===== src/rtl/lea_data_bus_reader_if.sv =====
// rtl/lea_data_bus_reader_if.sv - Control and stream signals of the learned-data bus reader.
//
// Purpose: groups the scan control, shared bus, chip selects and the output
// word stream of lea_data_bus_reader into one bundle.
// Signals:
//   start      - one-cycle request to begin a full scan
//   abort      - synchronous abort back to idle
//   bus        - shared tri-state data bus, read side
//   cs         - per-register chip select, active low (0 = register drives bus)
//   data_out   - sampled word
//   data_idx   - index of the register data_out came from
//   data_valid - data_out/data_idx valid
//   data_ready - consumer accepts the word on data_valid & data_ready
//   busy       - scan in progress
//   done       - one-cycle pulse after the last word is accepted
// Modports: master = the reader, slave = registers/consumer side.
interface lea_data_bus_reader_if #(
    parameter int NrOfBits = 8,
    parameter int NrOfRegs = 16,
    parameter int IdxBits  = 4
);
    logic                start;
    logic                abort;
    logic [NrOfBits-1:0] bus;
    logic [NrOfRegs-1:0] cs;
    logic [NrOfBits-1:0] data_out;
    logic [IdxBits-1:0]  data_idx;
    logic                data_valid;
    logic                data_ready;
    logic                busy;
    logic                done;

    modport master (
        input  start, abort, bus, data_ready,
        output cs, data_out, data_idx, data_valid, busy, done
    );

    modport slave (
        output start, abort, bus, data_ready,
        input  cs, data_out, data_idx, data_valid, busy, done
    );
endinterface


===== src/rtl/lea_data_bus_reader.sv =====
// rtl/lea_data_bus_reader.sv - Read-side master scanning a bank of registers on a shared tri-state bus.
//
// Purpose: on start, selects each register in turn (cs low), waits
// SettleCycles extra cycles, samples the bus and offers the word on a
// valid/ready stream. Between any two selections cs is all ones for at least
// one cycle, so no two registers ever drive the bus together.
// Ports:
//   clk   - system clock, rising edge
//   rst_n - asynchronous active-low reset
//   io    - lea_data_bus_reader_if.master (start/abort/bus/cs/stream/busy/done)
module lea_data_bus_reader #(
    parameter int NrOfBits     = 8,
    parameter int NrOfRegs     = 16,
    parameter int IdxBits      = 4,
    parameter int SettleCycles = 1
) (
    input  logic                   clk,
    input  logic                   rst_n,
    lea_data_bus_reader_if.master  io
);

    typedef enum logic [1:0] {
        S_IDLE,
        S_SELECT,
        S_HOLD,
        S_DONE
    } state_t;

    localparam logic [NrOfRegs-1:0] CsNone   = '1;
    localparam logic [IdxBits-1:0]  LastIdx  = IdxBits'(NrOfRegs - 1);
    localparam logic [2:0]          SettleLast = 3'(SettleCycles);

    state_t              state_q, state_d;
    logic [IdxBits-1:0]  idx_q, idx_d;
    logic [2:0]          cnt_q, cnt_d;
    logic [NrOfRegs-1:0] cs_q, cs_d;
    logic [NrOfBits-1:0] data_out_q, data_out_d;
    logic [IdxBits-1:0]  data_idx_q, data_idx_d;
    logic                data_valid_q, data_valid_d;
    logic                busy_q, busy_d;
    logic                done_q, done_d;

    // Chip-select pattern with only the bit of the given register low.
    function automatic logic [NrOfRegs-1:0] sel_cs(input logic [IdxBits-1:0] idx);
        logic [NrOfRegs-1:0] one;
        one    = '0;
        one[0] = 1'b1;
        return ~(one << idx);
    endfunction

    always_comb begin
        state_d      = state_q;
        idx_d        = idx_q;
        cnt_d        = cnt_q;
        cs_d         = cs_q;
        data_out_d   = data_out_q;
        data_idx_d   = data_idx_q;
        data_valid_d = data_valid_q;
        busy_d       = busy_q;
        done_d       = 1'b0;

        case (state_q)
            S_IDLE: begin
                cs_d   = CsNone;
                busy_d = 1'b0;
                if (io.start) begin
                    state_d = S_SELECT;
                    idx_d   = '0;
                    cnt_d   = '0;
                    cs_d    = sel_cs('0);
                    busy_d  = 1'b1;
                end
            end
            S_SELECT: begin
                if (cnt_q == SettleLast) begin
                    // Final selected cycle: capture the bus and release it in
                    // the same edge, which opens the turnaround gap.
                    data_out_d   = io.bus;
                    data_idx_d   = idx_q;
                    data_valid_d = 1'b1;
                    cs_d         = CsNone;
                    cnt_d        = '0;
                    state_d      = S_HOLD;
                end else begin
                    cnt_d = cnt_q + 3'd1;
                end
            end
            S_HOLD: begin
                if (data_valid_q && io.data_ready) begin
                    data_valid_d = 1'b0;
                    if (idx_q == LastIdx) begin
                        state_d = S_DONE;
                        done_d  = 1'b1;
                    end else begin
                        idx_d   = idx_q + 1'b1;
                        cs_d    = sel_cs(idx_q + 1'b1);
                        cnt_d   = '0;
                        state_d = S_SELECT;
                    end
                end
            end
            S_DONE: begin
                busy_d  = 1'b0;
                idx_d   = '0;
                state_d = S_IDLE;
            end
            default: begin
                state_d = S_IDLE;
                cs_d    = CsNone;
            end
        endcase

        // Abort wins over start and over a handshake in the same cycle.
        if (io.abort) begin
            state_d      = S_IDLE;
            idx_d        = '0;
            cnt_d        = '0;
            cs_d         = CsNone;
            data_valid_d = 1'b0;
            busy_d       = 1'b0;
            done_d       = 1'b0;
        end
    end

    always_ff @(posedge clk or negedge rst_n) begin
        if (!rst_n) begin
            state_q      <= S_IDLE;
            idx_q        <= '0;
            cnt_q        <= '0;
            cs_q         <= CsNone;
            data_out_q   <= '0;
            data_idx_q   <= '0;
            data_valid_q <= 1'b0;
            busy_q       <= 1'b0;
            done_q       <= 1'b0;
        end else begin
            state_q      <= state_d;
            idx_q        <= idx_d;
            cnt_q        <= cnt_d;
            cs_q         <= cs_d;
            data_out_q   <= data_out_d;
            data_idx_q   <= data_idx_d;
            data_valid_q <= data_valid_d;
            busy_q       <= busy_d;
            done_q       <= done_d;
        end
    end

    assign io.cs         = cs_q;
    assign io.data_out   = data_out_q;
    assign io.data_idx   = data_idx_q;
    assign io.data_valid = data_valid_q;
    assign io.busy       = busy_q;
    assign io.done       = done_q;

endmodule

===== src/flat_wrapper.sv =====
// flat-port wrapper written by rule: the top's interface ports become plain ports
module lea_data_bus_reader_flat 
#(
    parameter int NrOfBits     = 8,
    parameter int NrOfRegs     = 16,
    parameter int IdxBits      = 4,
    parameter int SettleCycles = 1
)
  (clk, rst_n, io_start, io_abort, io_bus, io_data_ready, io_cs, io_data_out, io_data_idx, io_data_valid, io_busy, io_done);
  lea_data_bus_reader_if #(.NrOfBits(NrOfBits), .NrOfRegs(NrOfRegs), .IdxBits(IdxBits)) io_i ();
  input  logic clk;
  input  logic rst_n;
  input wire logic [$bits(io_i.start)-1:0] io_start;
  input wire logic [$bits(io_i.abort)-1:0] io_abort;
  input wire logic [$bits(io_i.bus)-1:0] io_bus;
  input wire logic [$bits(io_i.data_ready)-1:0] io_data_ready;
  output wire logic [$bits(io_i.cs)-1:0] io_cs;
  output wire logic [$bits(io_i.data_out)-1:0] io_data_out;
  output wire logic [$bits(io_i.data_idx)-1:0] io_data_idx;
  output wire logic [$bits(io_i.data_valid)-1:0] io_data_valid;
  output wire logic [$bits(io_i.busy)-1:0] io_busy;
  output wire logic [$bits(io_i.done)-1:0] io_done;
  assign io_i.start = io_start;
  assign io_i.abort = io_abort;
  assign io_i.bus = io_bus;
  assign io_i.data_ready = io_data_ready;
  assign io_cs = io_i.cs;
  assign io_data_out = io_i.data_out;
  assign io_data_idx = io_i.data_idx;
  assign io_data_valid = io_i.data_valid;
  assign io_busy = io_i.busy;
  assign io_done = io_i.done;
  lea_data_bus_reader #(.NrOfBits(NrOfBits), .NrOfRegs(NrOfRegs), .IdxBits(IdxBits), .SettleCycles(SettleCycles)) u_core (.clk(clk), .rst_n(rst_n), .io(io_i));
endmodule

===== config.mk =====
export PLATFORM = sky130hd
export DESIGN_NAME = lea_data_bus_reader_flat
export DESIGN_NICKNAME = d
export VERILOG_FILES = /design/src/rtl/lea_data_bus_reader_if.sv /design/src/rtl/lea_data_bus_reader.sv /design/src/flat_wrapper.sv
export SDC_FILE = /design/constraint.sdc
export NUM_CORES = 1
export LEC_CHECK = 0
export CAP_MARGIN = 10
export CORE_MARGIN = 2
export CORE_UTILIZATION = 43
export CTS_CLUSTER_SIZE = 10
export DETAILED_ROUTE_END_ITERATION = 8
export PLACE_DENSITY = 0.75
export SYNTH_ARGS = -nofsm -noshare
export SYNTH_HDL_FRONTEND = slang
export SYNTH_SLANG_ARGS = --single-unit

===== constraint.sdc =====
create_clock -name clk -period 3.6 [get_ports clk]
set_clock_uncertainty 0.15 [all_clocks]
set_input_delay 0.54 -clock clk [delete_from_list [all_inputs] [get_ports clk]]
set_output_delay 0.54 -clock clk [all_outputs]
set_load 0.05 [all_outputs]

* Word level (Yosys, flattened, before mapping) *
Cells that the tools add are included.

operators by class
  equality and inequality tests = 9
  shift-type cells = 1
  bitwise operators = 1
  reduce and logical (&&, ||, !) cells = 12
  $mul = 0
  $lt $le $gt $ge = 0
  mux-type cells = 34
  $add $sub $neg = 2
  divide/modulo/power cells = 0

operators by type and width
  cell                    count
  $mux W16                4
  $pmux W16 S3            1
  $mux W4                 4
  $not A16 Y16            1
  $shl A1 B4 Y16 const A  1
  $mux W3                 5
  $pmux W4 S3             1
  $reduce_and A4 Y1       3
  $mux W1                 10
  $mux W2                 5
  $pmux W3 S3             1
  $pmux W2 S4             1
  $reduce_bool A4 Y1      2
  $ne A3 B2 Y1 const B    2
  $ne A3 B3 Y1 const B    2
  $reduce_and A3 Y1       2
  $reduce_bool A3 Y1      2
  $add A4 B1 Y4 const B   1
  $eq A2 B2 Y1 const B    2
  $eq A4 B4 Y1 const B    1
  $pmux W1 S2             2
  $add A3 B1 Y3 const B   1
  $eq A3 B1 Y1 const B    1
  $eq A2 B1 Y1 const B    1
  other kinds (3)         3

word-level totals
  latch bits = 0
  output and inout bits = 31
  input bits = 13
  bits in writable memories = 0
  memories = 0
  word-level logic and storage cells = 68
  register bits = 40
  memory bits (read-only) = 0

* Longest topological paths before layout *
Gate-level depths: netlist (run 1).

  depth after elaboration = 7
  gate-level depth with buffers = 7
  gate-level depth less buffers = 6

* Least setup slack after synthesis (run 1) *
Ideal clock, no wire load.

  path type = flip-flop to flip-flop
  start point = register u_core.state_q[0]
  end point = register u_core.cnt_q[0]
  arrival time = 1.670 ns
  setup time = 0.128 ns
  slack = 1.653 ns
  cell stages (with the launch flop) = 7
  data required time = 3.322 ns
  buffers on the path = 0
  clock period less this slack = 1.947 ns
  cells stage by stage = dfrtp_1 inv_1 ha_1 or3b_1 a21boi_4 nand2_1 mux2_1

between the ends
  word-level cells in the longest chain between the ends = 3
  elaborated cells on any way between the ends = 10
  classes of those cells = eq/ne (5); mux (2); reduce/logical (3)

RTL lines
  what                                                           RTL line                    RTL
  from (decl)                                                    lea_data_bus_reader.sv:33   state_t state_q, state_d;
  from (signal assigned)                                         lea_data_bus_reader.sv:137  state_q <= state_d;
  $eq A2 B2 Y1, or another cell as far along                     lea_data_bus_reader.sv:62   case (state_q)
  $ne A3 B2 Y1 (no source line), or another cell as far along    -
  $reduce_and A4 Y1 (no source line) or $mux W3 (tied branches)  -
  to (signal assigned)                                           lea_data_bus_reader.sv:139  cnt_q <= cnt_d;
  to (decl)                                                      lea_data_bus_reader.sv:35   logic [2:0] cnt_q, cnt_d;

Parallel ways exist; a longest one is shown, timed or not.
A chain may end at the register's enable or synchronous reset.

* Worst setup path after layout (run 1) *
Same ends and word-level chain as after synthesis.

==> metrics.yaml, run 1 <==
layout-drive-gt1-share_pct: 24.8
dpl.cell_count: 296
wl_um: 4530
cts.path.max_buffers: 2
insertion_delay_ns: 0.30
cp-start-kind: "register"
postSynthAreaPerCell_um2: 11.6
grtUsageTotal_pct: 18.0
grt_overflow: 0
post_cts_resized: 0
cp_num_buf_inv: 1
holdCritPathClass: "in2async"
die_area_um2: 5730
place.gp.congestion: 0.877
critPathTopFamily: "adder cells"
rows: 26
detail_route.iter0.violations: 60
ys_types: 51
grt_pass1_wl_um: 7820
yosysMostFrequentCell: "dfrtp_1"
status: "finished clean"
yosys_warnings: 0
crit_path_end_kind: "register"
layout_min_cycle_time_ns: 2.49
tightest_slew_ns: 0.855
p_total_mw: 2.58
synth_common_cells: "dfrtp_1 (24), dfstp_2 (16), nand2_1 (15)"
layout-area-overhead-vs-synth_pct: 26.3
layout.cells.non_filler: 304
period_share_pct: 69.3
slowest_delay_ns: 0.65
synth_top_cell_by_area: "dfrtp_1"
arrival_ns: 2.52
finalSetupViolations: 0
synth_area_leaders: "dfrtp_1 (27%), dfstp_2 (19%), a2bb2oi_2 (6.8%)"
die_h_um: 75.7
drv_cap: 0
p_leak_nw: 1.13
crit_chain: "inv_1, ha_1, nor2b_2, a22oi_2, nand2_1, mux2_1"
drc: 0
path_clk_slew_ns: 0.08
netlist.area_leader.share_pct: 27.2
io_buffers: 43
vias_per_cell: 5.44
cts_buffers: 5
fillers: 449
holdWs_ns: 0.196
yosys_register_bits: 40
slowest_stage: "ha_1"
grt_max_degree: 41
postCtsHoldBufs: 0
worst_slack_ns: 1.11
antenna_cells: 0
hold_viol_final: 0
crit_required_ns: 3.63
placed_area_um2: 2680
start_util_pct: 43.8
wl_per_cell_um: 14.9
ys.flop_type: "dfrtp_1"
synth_edf_count: 0
num_io_pins: 44
first_global_vias: 1658
fmax_ghz: 0.401
rsz0062_at_grt: "no"
async_reset_ff_share_pct: 100
final_nets: 257
dr.pass1.iters: 4
path_class: "reg2reg"
relSlewSlack_pct: 43.0
antenna_left: 0
vias: 1653
cts_tree: "yes"
fp.coreArea_um2: 5040
fin_tns_setup_ns: 0
fp.dieW_um: 75.7
post_cts_buffers: 0
ys_seq_area_share_pct: 46.2
syn_nets: 214
cts_sinks: 40
antenna_found_initial: 0
cts.htree.levels: 2
drv_slew: 0
hpwl_um: 3360
clockRootBuffer: "clkbuf_8"
cp_max_fo: 23
peakVddDrop_mv: 0.359
fin_area_um2: 2790
place_ws_ns: 1.01
powerDensity_nw_per_um2: 925
syn-instance-count: 190
syn-cell-area_um2: 2210
fin_util_pct: 55.3
-- worst paths after layout --
| check | startpoint | endpoint | slack [ns] | depth (start not counted) |
|---|---|---|---|---|
| min in group clk | u_core.io.cs[13] | u_core.io.cs[13] | 0.36 | 1 |
| worst min register to register | u_core.io.cs[13] | u_core.io.cs[13] | 0.36 | 1 |
| worst max-delay path | u_core.state_q[0] | u_core.cnt_q[0] | 1.11 | 6 |
| worst max register to register | u_core.state_q[0] | u_core.cnt_q[0] | 1.11 | 6 |
| max in group asynchronous | rst_n | u_core.io.done | 2.57 | 1 |
| worst min-delay path | rst_n | u_core.io.data_idx[2] | 0.20 | 1 |
-- worst reg2reg max path: stages, from the launching register on --
cell and delay [ns]:
dfrtp_1 0.41, inv_1 0.14, ha_1 0.65, nor2b_2 0.40, a22oi_2 0.16, nand2_1 0.14
mux2_1 0.33
-- where the power goes --
part	switching, mW	internal (mW)	leakage [nW]
logic	0.889	0.564	0.582
registers	0.106	0.655	0.489
clock network	0.161	0.205	0.0558
-- layout make-up --
| cell class | instances | area, um2 | area share [%] |
|---|---|---|---|
| clock buffer | 5 | 68.8 | 2.47 |
| inverter | 14 | 52.6 | 1.88 |
| clock inverter | 3 | 42.5 | 1.52 |
| multi-input combinational | 129 | 1090 | 39.1 |
| timing repair buffer | 43 | 425 | 15.2 |
| sequential | 40 | 1020 | 36.6 |
| tap | 70 | 87.6 | 3.14 |
-- cell families (layout without fill, tap and decap cells) --
group,Yosys count,in the layout,synth area share (%)
mux,14,14,7.08
fa+ha+maj,11,11,6.23
xor+xnor,2,2,1.13
flops,40,40,46.2
compound gates,53,53,22.8
simple gates,49,49,12.2
buf+inv,21,65,4.36
-- flip-flops by register name, summed over array words and instances, names as in the netlist --
name and flops:
u_core.cnt_q 3, u_core.io.data_valid 1, u_core.io.data_idx 4, u_core.io.busy 1, u_core.io.done 1, u_core.io.cs 16, u_core.state_q 2, u_core.idx_q 4
u_core.io.data_out 8
-- per-layer routing --
layer  up-vias  GRT usage [%]  wire, um  share of wire (%)
met5         -              0         0                  0
met4         0           4.68        54                1.2
met3         8           5.56       241                5.3
met2        45           29.7      2190                 48
met1       819           23.2      2040                 45
li1        781              -         -                  -
-- cells in the final DEF, fill, tap and decap left out, drive strengths merged, types with 3 or more instances in the layout --
cell type / count
nand2: 15
nor2: 7
clkdlybuf4s50: 42
ha: 11
a2bb2oi: 11
nand2b: 4
dfrtp: 24
o31ai: 4
a31oi: 4
a21oi: 5
nand3: 3
mux2: 13
nor3: 6
and3: 3
o22a: 6
o2bb2ai: 4
clkbuf: 5
and2: 3
dfstp: 16
o21ai: 7
inv: 14
(Power assumes the default switching activity.)
==> inputs of run 2 (changes only) <==
--- a/config.mk
+++ b/config.mk
@@ -10,7 +10,7 @@
 export CORE_UTILIZATION = 43
 export CTS_CLUSTER_SIZE = 10
 export DETAILED_ROUTE_END_ITERATION = 8
-export PLACE_DENSITY = 0.75
+export PLACE_DENSITY = 0.77
 export SYNTH_ARGS = -nofsm -noshare
 export SYNTH_HDL_FRONTEND = slang
 export SYNTH_SLANG_ARGS = --single-unit
==> constraint.sdc (replaced) <==
create_clock -name clk -period 2.1 [get_ports clk]
set_clock_uncertainty 0.15 [all_clocks]
set_input_delay 0.315 -clock clk [delete_from_list [all_inputs] [get_ports clk]]
set_output_delay 0.315 -clock clk [all_outputs]
set_load 0.05 [all_outputs]
==> run 2 against run 1 <==
Net effect:
- critical path depth is 5 lower
- sequential power is 70% higher
- core utilization is 2.0 points higher
- sequential share of layout area is 1.3 points lower
- die area stayed put
- count of clock-buffer cells in the layout is 1 higher
- setup slack worse by 1.0 ns
- design area is 3.5% higher
- first-iteration DRC count is 22% lower
- critical path type is now reg2out
==> metrics.yaml, run 2 (synthesis gave the netlist of run 1 again) <==
detail_route.iter0.violations: 47  # -22%
wl_per_cell_um: 14.0  # -6.3%
hold_viol_final: 0  # unchanged
rsz0062_at_grt: "no"
cts.htree.levels: 2  # unchanged
dr.pass1.iters: 4  # unchanged
fp.coreArea_um2: 5040  # unchanged
num_io_pins: 44  # unchanged
grtUsageTotal_pct: 17.2  # -0.80 points
crit_path_end_kind: "output port"
multi_input_area_um2: 1100  # +0.69%
fin_tns_setup_ns: 0  # unchanged
drc: 0  # unchanged
pwr-share-clk_pct: 11.2  # -3.0 points
finalSetupViolations: 0  # unchanged
status: "finished clean"
antenna_cells: 0  # unchanged
antenna_found_initial: 0  # unchanged
fillers: 432  # -3.8%
layout-area-overhead-vs-synth_pct: 30.7
comb_power_share_pct: 59.7  # +3.4 points
switchingPower_mw: 2.01  # +74%
peakVddDrop_mv: 0.811  # +130%
critPathTopFamily: "buffers and inverters"
p_int_mw: 2.42  # +70%
crit_required_ns: 1.63  # -2.00 ns
worst-path-stages: 1  # -5
period_share_pct: 96.1
holdCritPathClass: "reg2reg"
crit_chain: "clkdlybuf4s50_1"
p_leak_nw: 1.21  # +7.1%
wl_um: 4510  # -0.40%
layout.cells.non_filler: 323  # +6.3%
antenna_left: 0  # unchanged
hold_depth: 1
regArea_um2: 1020  # unchanged
vias_per_cell: 5.21  # -4.2%
rows: 26  # unchanged
fp.dieW_um: 75.7  # unchanged
first_global_vias: 1677  # +1.1%
final_cell_mix: "buf_4 (33), clkdlybuf4s50_1 (26), dfrtp_1 (24)"
min_from: "u_core.io.data_out[2]"
final_common_cell: "buf_4"
hold_end: "u_core.io.data_out[2]"
clockRootBuffer: "clkbuf_8"
largest_reg_flops: 16  # unchanged
tightest_slew_ns: 0.609  # -0.245 ns
timing.rr.start: "u_core.state_q[0]"
grt_max_degree: 28  # -32%
cp_num_buf_inv: 1  # unchanged
rr_endpoint: "u_core.cnt_q[0]"
seq_power_share_pct: 29.1  # -0.4 points
slowest_delay_ns: 0.84  # +0.19 ns
insertion_delay_ns: 0.29  # about the same
fmax_ghz: 0.495
start_util_pct: 43.8  # unchanged
p_total_mw: 4.42  # +71%
layout_min_cycle_time_ns: 2.02
drv_cap: 0  # unchanged
drv_slew: 0  # unchanged
path_class: "reg2out"
cts_buffers: 5  # unchanged
relSlewSlack_pct: 59.4  # +16 points
layout-drive-gt1-share_pct: 37.9  # +13 points
cts.path.max_buffers: 2  # unchanged
die_area_um2: 5730  # unchanged
p_sw_share_pct: 45.4  # +0.57 points
ff2ff_path_depth: 6  # unchanged
die_h_um: 75.7  # unchanged
dpl.cell_count: 311  # +5.1%
slowest_stage: "clkdlybuf4s50_1"
cts_sinks: 40  # unchanged
vias: 1682  # +1.8%
arrival_ns: 1.55  # -0.97 ns
grt_pass1_wl_um: 7490  # -4.1%
final_nets: 276  # +7.4%
cts_tree: "yes"
cp_max_fo: 6  # -74%
io_buffers: 43  # unchanged
grt_overflow: 0  # unchanged
hpwl_um: 3260  # -3.0%
r2r_slack_ns: 0.10  # -1.01 ns
powerDensity_nw_per_um2: 1530  # +66%
place.gp.congestion: 0.889  # +1.4%
cp-start-kind: "register"
path_clk_slew_ns: 0.07  # about the same
-- run 2: cell count changes in the layout (fill, tap and decap cells not counted), moves of 2 or more --
cell | previous run | this run
ha_2 | 0 | 2
ha_1 | 11 | 9
clkdlybuf4s50_1 | 42 | 26
buf_4 | 0 | 33
-- run 2: stage by stage --
| step | instance area, um2 | utilization (%) | hold slack (ns) | worst slack, ns |
|---|---|---|---|---|
| finish | 2890 | 57.3 | 0.357 | 0.0817 |
| global route | 2890 | 57.3 | 0.375 | 0.0107 |
| CTS | 2850 | 56.5 | 0.360 | 0.0262 |
| detailed placement | 2750 | 54.6 | 0.211 | 0.0319 |
| global placement | 2750 | 54.6 | 0.209 | 0.0715 |
| floorplan | 2210 | - | -0.131 | 0.153 |
-- run 2: layer usage --
metal,share of wire [%],track usage (%),vias to the layer above
li1,-,-,817
met1,46,22.4,805
met2,47,27.6,53
met3,6.6,5.29,7
met4,1.0,5.26,0
met5,0,0,-
-- run 2: power by group through the flow --
stage	registers, mW	logic, mW	clock network (mW)
5_1_grt	1.33	2.81	0.546
6_report	1.29	2.64	0.497
4_1_cts	1.30	2.56	0.514
3_5_place_dp	1.31	2.55	0
3_3_place_gp	1.30	2.53	0
2_1_floorplan	2.09	1.07	0
-- run 2: area by class of cell --
| class | count | area share, % |
|---|---|---|
| repair buffers | 62 | 18.8 |
| clock inverters | 2 | 0.433 |
| well taps | 70 | 3.03 |
| flip-flops and latches | 40 | 35.3 |
| inverters | 14 | 1.82 |
| clock buffers | 6 | 2.51 |
| multi-input cells | 129 | 38.1 |
-- run 2: what timing repair did --
item                                    4_1_cts  5_1_grt
hold buffers                                  1        0
resized for setup                             0        4
buffers inserted                              0        3
endpoints found under the setup margin        0       20
hold endpoints to repair                     24        0
-- run 2: worst max-delay path by stage --
stage	from	end	slack, ns
final	u_core.io.data_valid	io_data_valid	0.08
after global routing	u_core.state_q[0]	u_core.cnt_q[0]	0.01
after CTS	u_core.state_q[0]	u_core.io.cs[13]	0.03
after detailed placement	u_core.state_q[0]	u_core.io.cs[13]	0.03
after global placement	io_abort	u_core.cnt_q[0]	0.07
after floorplan	u_core.state_q[0]	u_core.cnt_q[0]	0.15
==> inputs of run 3 (changes only) <==
--- a/config.mk
+++ b/config.mk
@@ -7,10 +7,10 @@
 export LEC_CHECK = 0
 export CAP_MARGIN = 10
 export CORE_MARGIN = 2
-export CORE_UTILIZATION = 43
+export CORE_UTILIZATION = 45
 export CTS_CLUSTER_SIZE = 10
 export DETAILED_ROUTE_END_ITERATION = 8
-export PLACE_DENSITY = 0.77
+export PLACE_DENSITY = 0.8
 export SYNTH_ARGS = -nofsm -noshare
 export SYNTH_HDL_FRONTEND = slang
 export SYNTH_SLANG_ARGS = --single-unit
==> run 3 against run 2 <==
Net effect:
- combinational power hardly changed
- critical path type is now reg2reg
- cell count down 1.5%
- total power is 3.8% higher
- die area is 4.2% lower
- largest cell class unchanged
- count of clock-buffer cells in the layout is 1 higher
- first-iteration DRC count up 62%
- global-route usage rose by 0.82 points
- sequential cell count unchanged
- core utilization increased by 4.3 points
- design area rose by 0.74%
- setup slack improved by 0.017 ns
==> metrics.yaml, run 3 (synthesis gave the netlist of run 1 again) <==
slowest_stage: "o31a_4"
rr_endpoint: "u_core.io.cs[4]"
cts_tree: "yes"
rsz0062_at_grt: "no"
vias_per_cell: 5.31  # +1.9%
crit_required_ns: 2.18  # +0.55 ns
path_clk_slew_ns: 0.08  # about the same
wl_per_cell_um: 14.2  # +1.7%
grt_pass1_wl_um: 7510  # +0.28%
hold_end: "u_core.io.cs[13]"
num_io_pins: 44  # unchanged
layout-drive-gt1-share_pct: 38.2  # +0.30 points
cp_max_fo: 16  # +10
wl_um: 4520  # +0.13%
min_from: "u_core.io.cs[13]"
fp.coreArea_um2: 4720  # -6.3%
p_leak_nw: 1.22  # +1.3%
crit_chain: "inv_2, ha_1, nor2_2, nor3_2, o31a_4, o22a_1"
crit_path_end_kind: "register"
worst-path-stages: 6  # +5
cts.path.max_buffers: 2  # unchanged
arrival_ns: 2.08  # +0.53 ns
layout-area-overhead-vs-synth_pct: 31.7
detail_route.iter0.violations: 76  # +62%
io_buffers: 43  # unchanged
antenna_cells: 0  # unchanged
timing.rr.start: "u_core.state_q[0]"
antenna_left: 0  # unchanged
cp_num_buf_inv: 1  # unchanged
clockRootBuffer: "clkbuf_8"
powerDensity_nw_per_um2: 1580  # +3.1%
hold_depth: 1  # unchanged
layout.cells.non_filler: 318  # -1.5%
die_area_um2: 5490  # -4.2%
cts_sinks: 40  # unchanged
vias: 1688  # +0.36%
final_cell_mix: "buf_4 (32), clkdlybuf4s50_1 (25), dfrtp_1 (24)"
hold_viol_final: 0  # unchanged
hpwl_um: 3280  # +0.79%
startpoint: "u_core.state_q[0]"
largest_reg_flops: 16  # unchanged
holdWs_ns: 0.359  # +0.00150 ns
holdCritPathClass: "reg2reg"
drv_cap: 0  # unchanged
cp-start-kind: "register"
ff2ff_path_depth: 6  # unchanged
r2r_slack_ns: 0.1  # about the same
finalSetupViolations: 0  # unchanged
peakVddDrop_mv: 0.745  # -8.1%
p_total_mw: 4.59  # +3.8%
slowest_delay_ns: 0.44  # -0.40 ns
grt_max_degree: 29  # +3.6%
relSlewSlack_pct: 57.9  # -1.5 points
grtUsageTotal_pct: 18.0  # +0.82 points
final_common_cell: "buf_4"
drc: 0  # unchanged
layout_min_cycle_time_ns: 2.00  # -0.0167 ns
tightest_slew_ns: 0.631  # +0.0221 ns
die_h_um: 74.1  # -2.1%
place.gp.congestion: 0.811  # -8.7%
rows: 25  # -3.8%
fmax_ghz: 0.500  # +0.83%
period_share_pct: 95.3  # -0.79 points
cts.htree.levels: 2  # unchanged
fp.dieW_um: 74.1  # -2.1%
drv_slew: 0  # unchanged
status: "finished clean"
final_nets: 274  # -0.72%
start_util_pct: 46.8  # +3.0 points
dr.pass1.iters: 4  # unchanged
first_global_vias: 1664  # -0.78%
fin_tns_setup_ns: 0  # unchanged
critPathTopFamily: "compound AO/OA/AOI/OAI gates"
path_class: "reg2reg"
grt_overflow: 0  # unchanged
dpl.cell_count: 308  # -0.96%
cts_buffers: 5  # unchanged
antenna_found_initial: 0  # unchanged
insertion_delay_ns: 0.30  # about the same
## run 3: cell count changes in the layout (fill, tap and decap cells not counted), sizes merged
cell,change
buf,-1
bufinv,+1
clkbuf,+1
clkdlybuf4s50,-1
clkinv,-1
clkinvlp,-1
## run 3: layout make-up
cell class / instances / area (um2)
Tap cell: 67 / 83.8
Clock buffer: 7 / 97.6
Multi-Input combinational cell: 129 / 1100
Timing Repair Buffer: 60 / 526
Inverter: 14 / 52.6
Fill cell: 390 / 1810
Sequential cell: 40 / 1020
Clock inverter: 1 / 30.0
## run 3: through the flow
step	util [%]	setup WS, ns	instance area (um2)
after global placement	58.1	0.0684	2750
final	61.6	0.0984	2910
after CTS	61.0	0.0194	2880
after global routing	61.6	0.00258	2910
after detailed placement	58.1	0.0199	2750
after floorplan	-	0.153	2210
## run 3: how the worst max path moves through the flow
stage	endpoint	slack, ns
2_1_floorplan	u_core.cnt_q[0]	0.15
3_3_place_gp	u_core.cnt_q[0]	0.07
3_5_place_dp	u_core.cnt_q[0]	0.02
4_1_cts	u_core.io.cs[0]	0.02
5_1_grt	u_core.io.cs[4]	0.003
6_report	u_core.io.cs[4]	0.1
## run 3: what timing repair did
action                                 4_1_cts  5_1_grt
setup buffers                                0        1
setup endpoints to repair                    0       17
resized for setup                            0        5
endpoints found under the hold margin       24        0
hold buffers                                 1        0
## run 3: layer usage
layer | global-route usage (%) | up-vias | routed length [um]
met5 | 0 | - | 0
met4 | 7.27 | 0 | 60
met3 | 3.93 | 7 | 253
met2 | 30.3 | 57 | 2220
met1 | 22.6 | 814 | 1980
li1 | - | 810 | -
## run 3: report_power, final
part           total [mW]  leakage (nW)  internal, mW  switching, mW
Combinational        2.61         0.669          1.04           1.57
Sequential           1.30         0.489          1.12          0.173
Clock               0.691        0.0636         0.427          0.264
Total                4.59          1.22          2.59           2.00
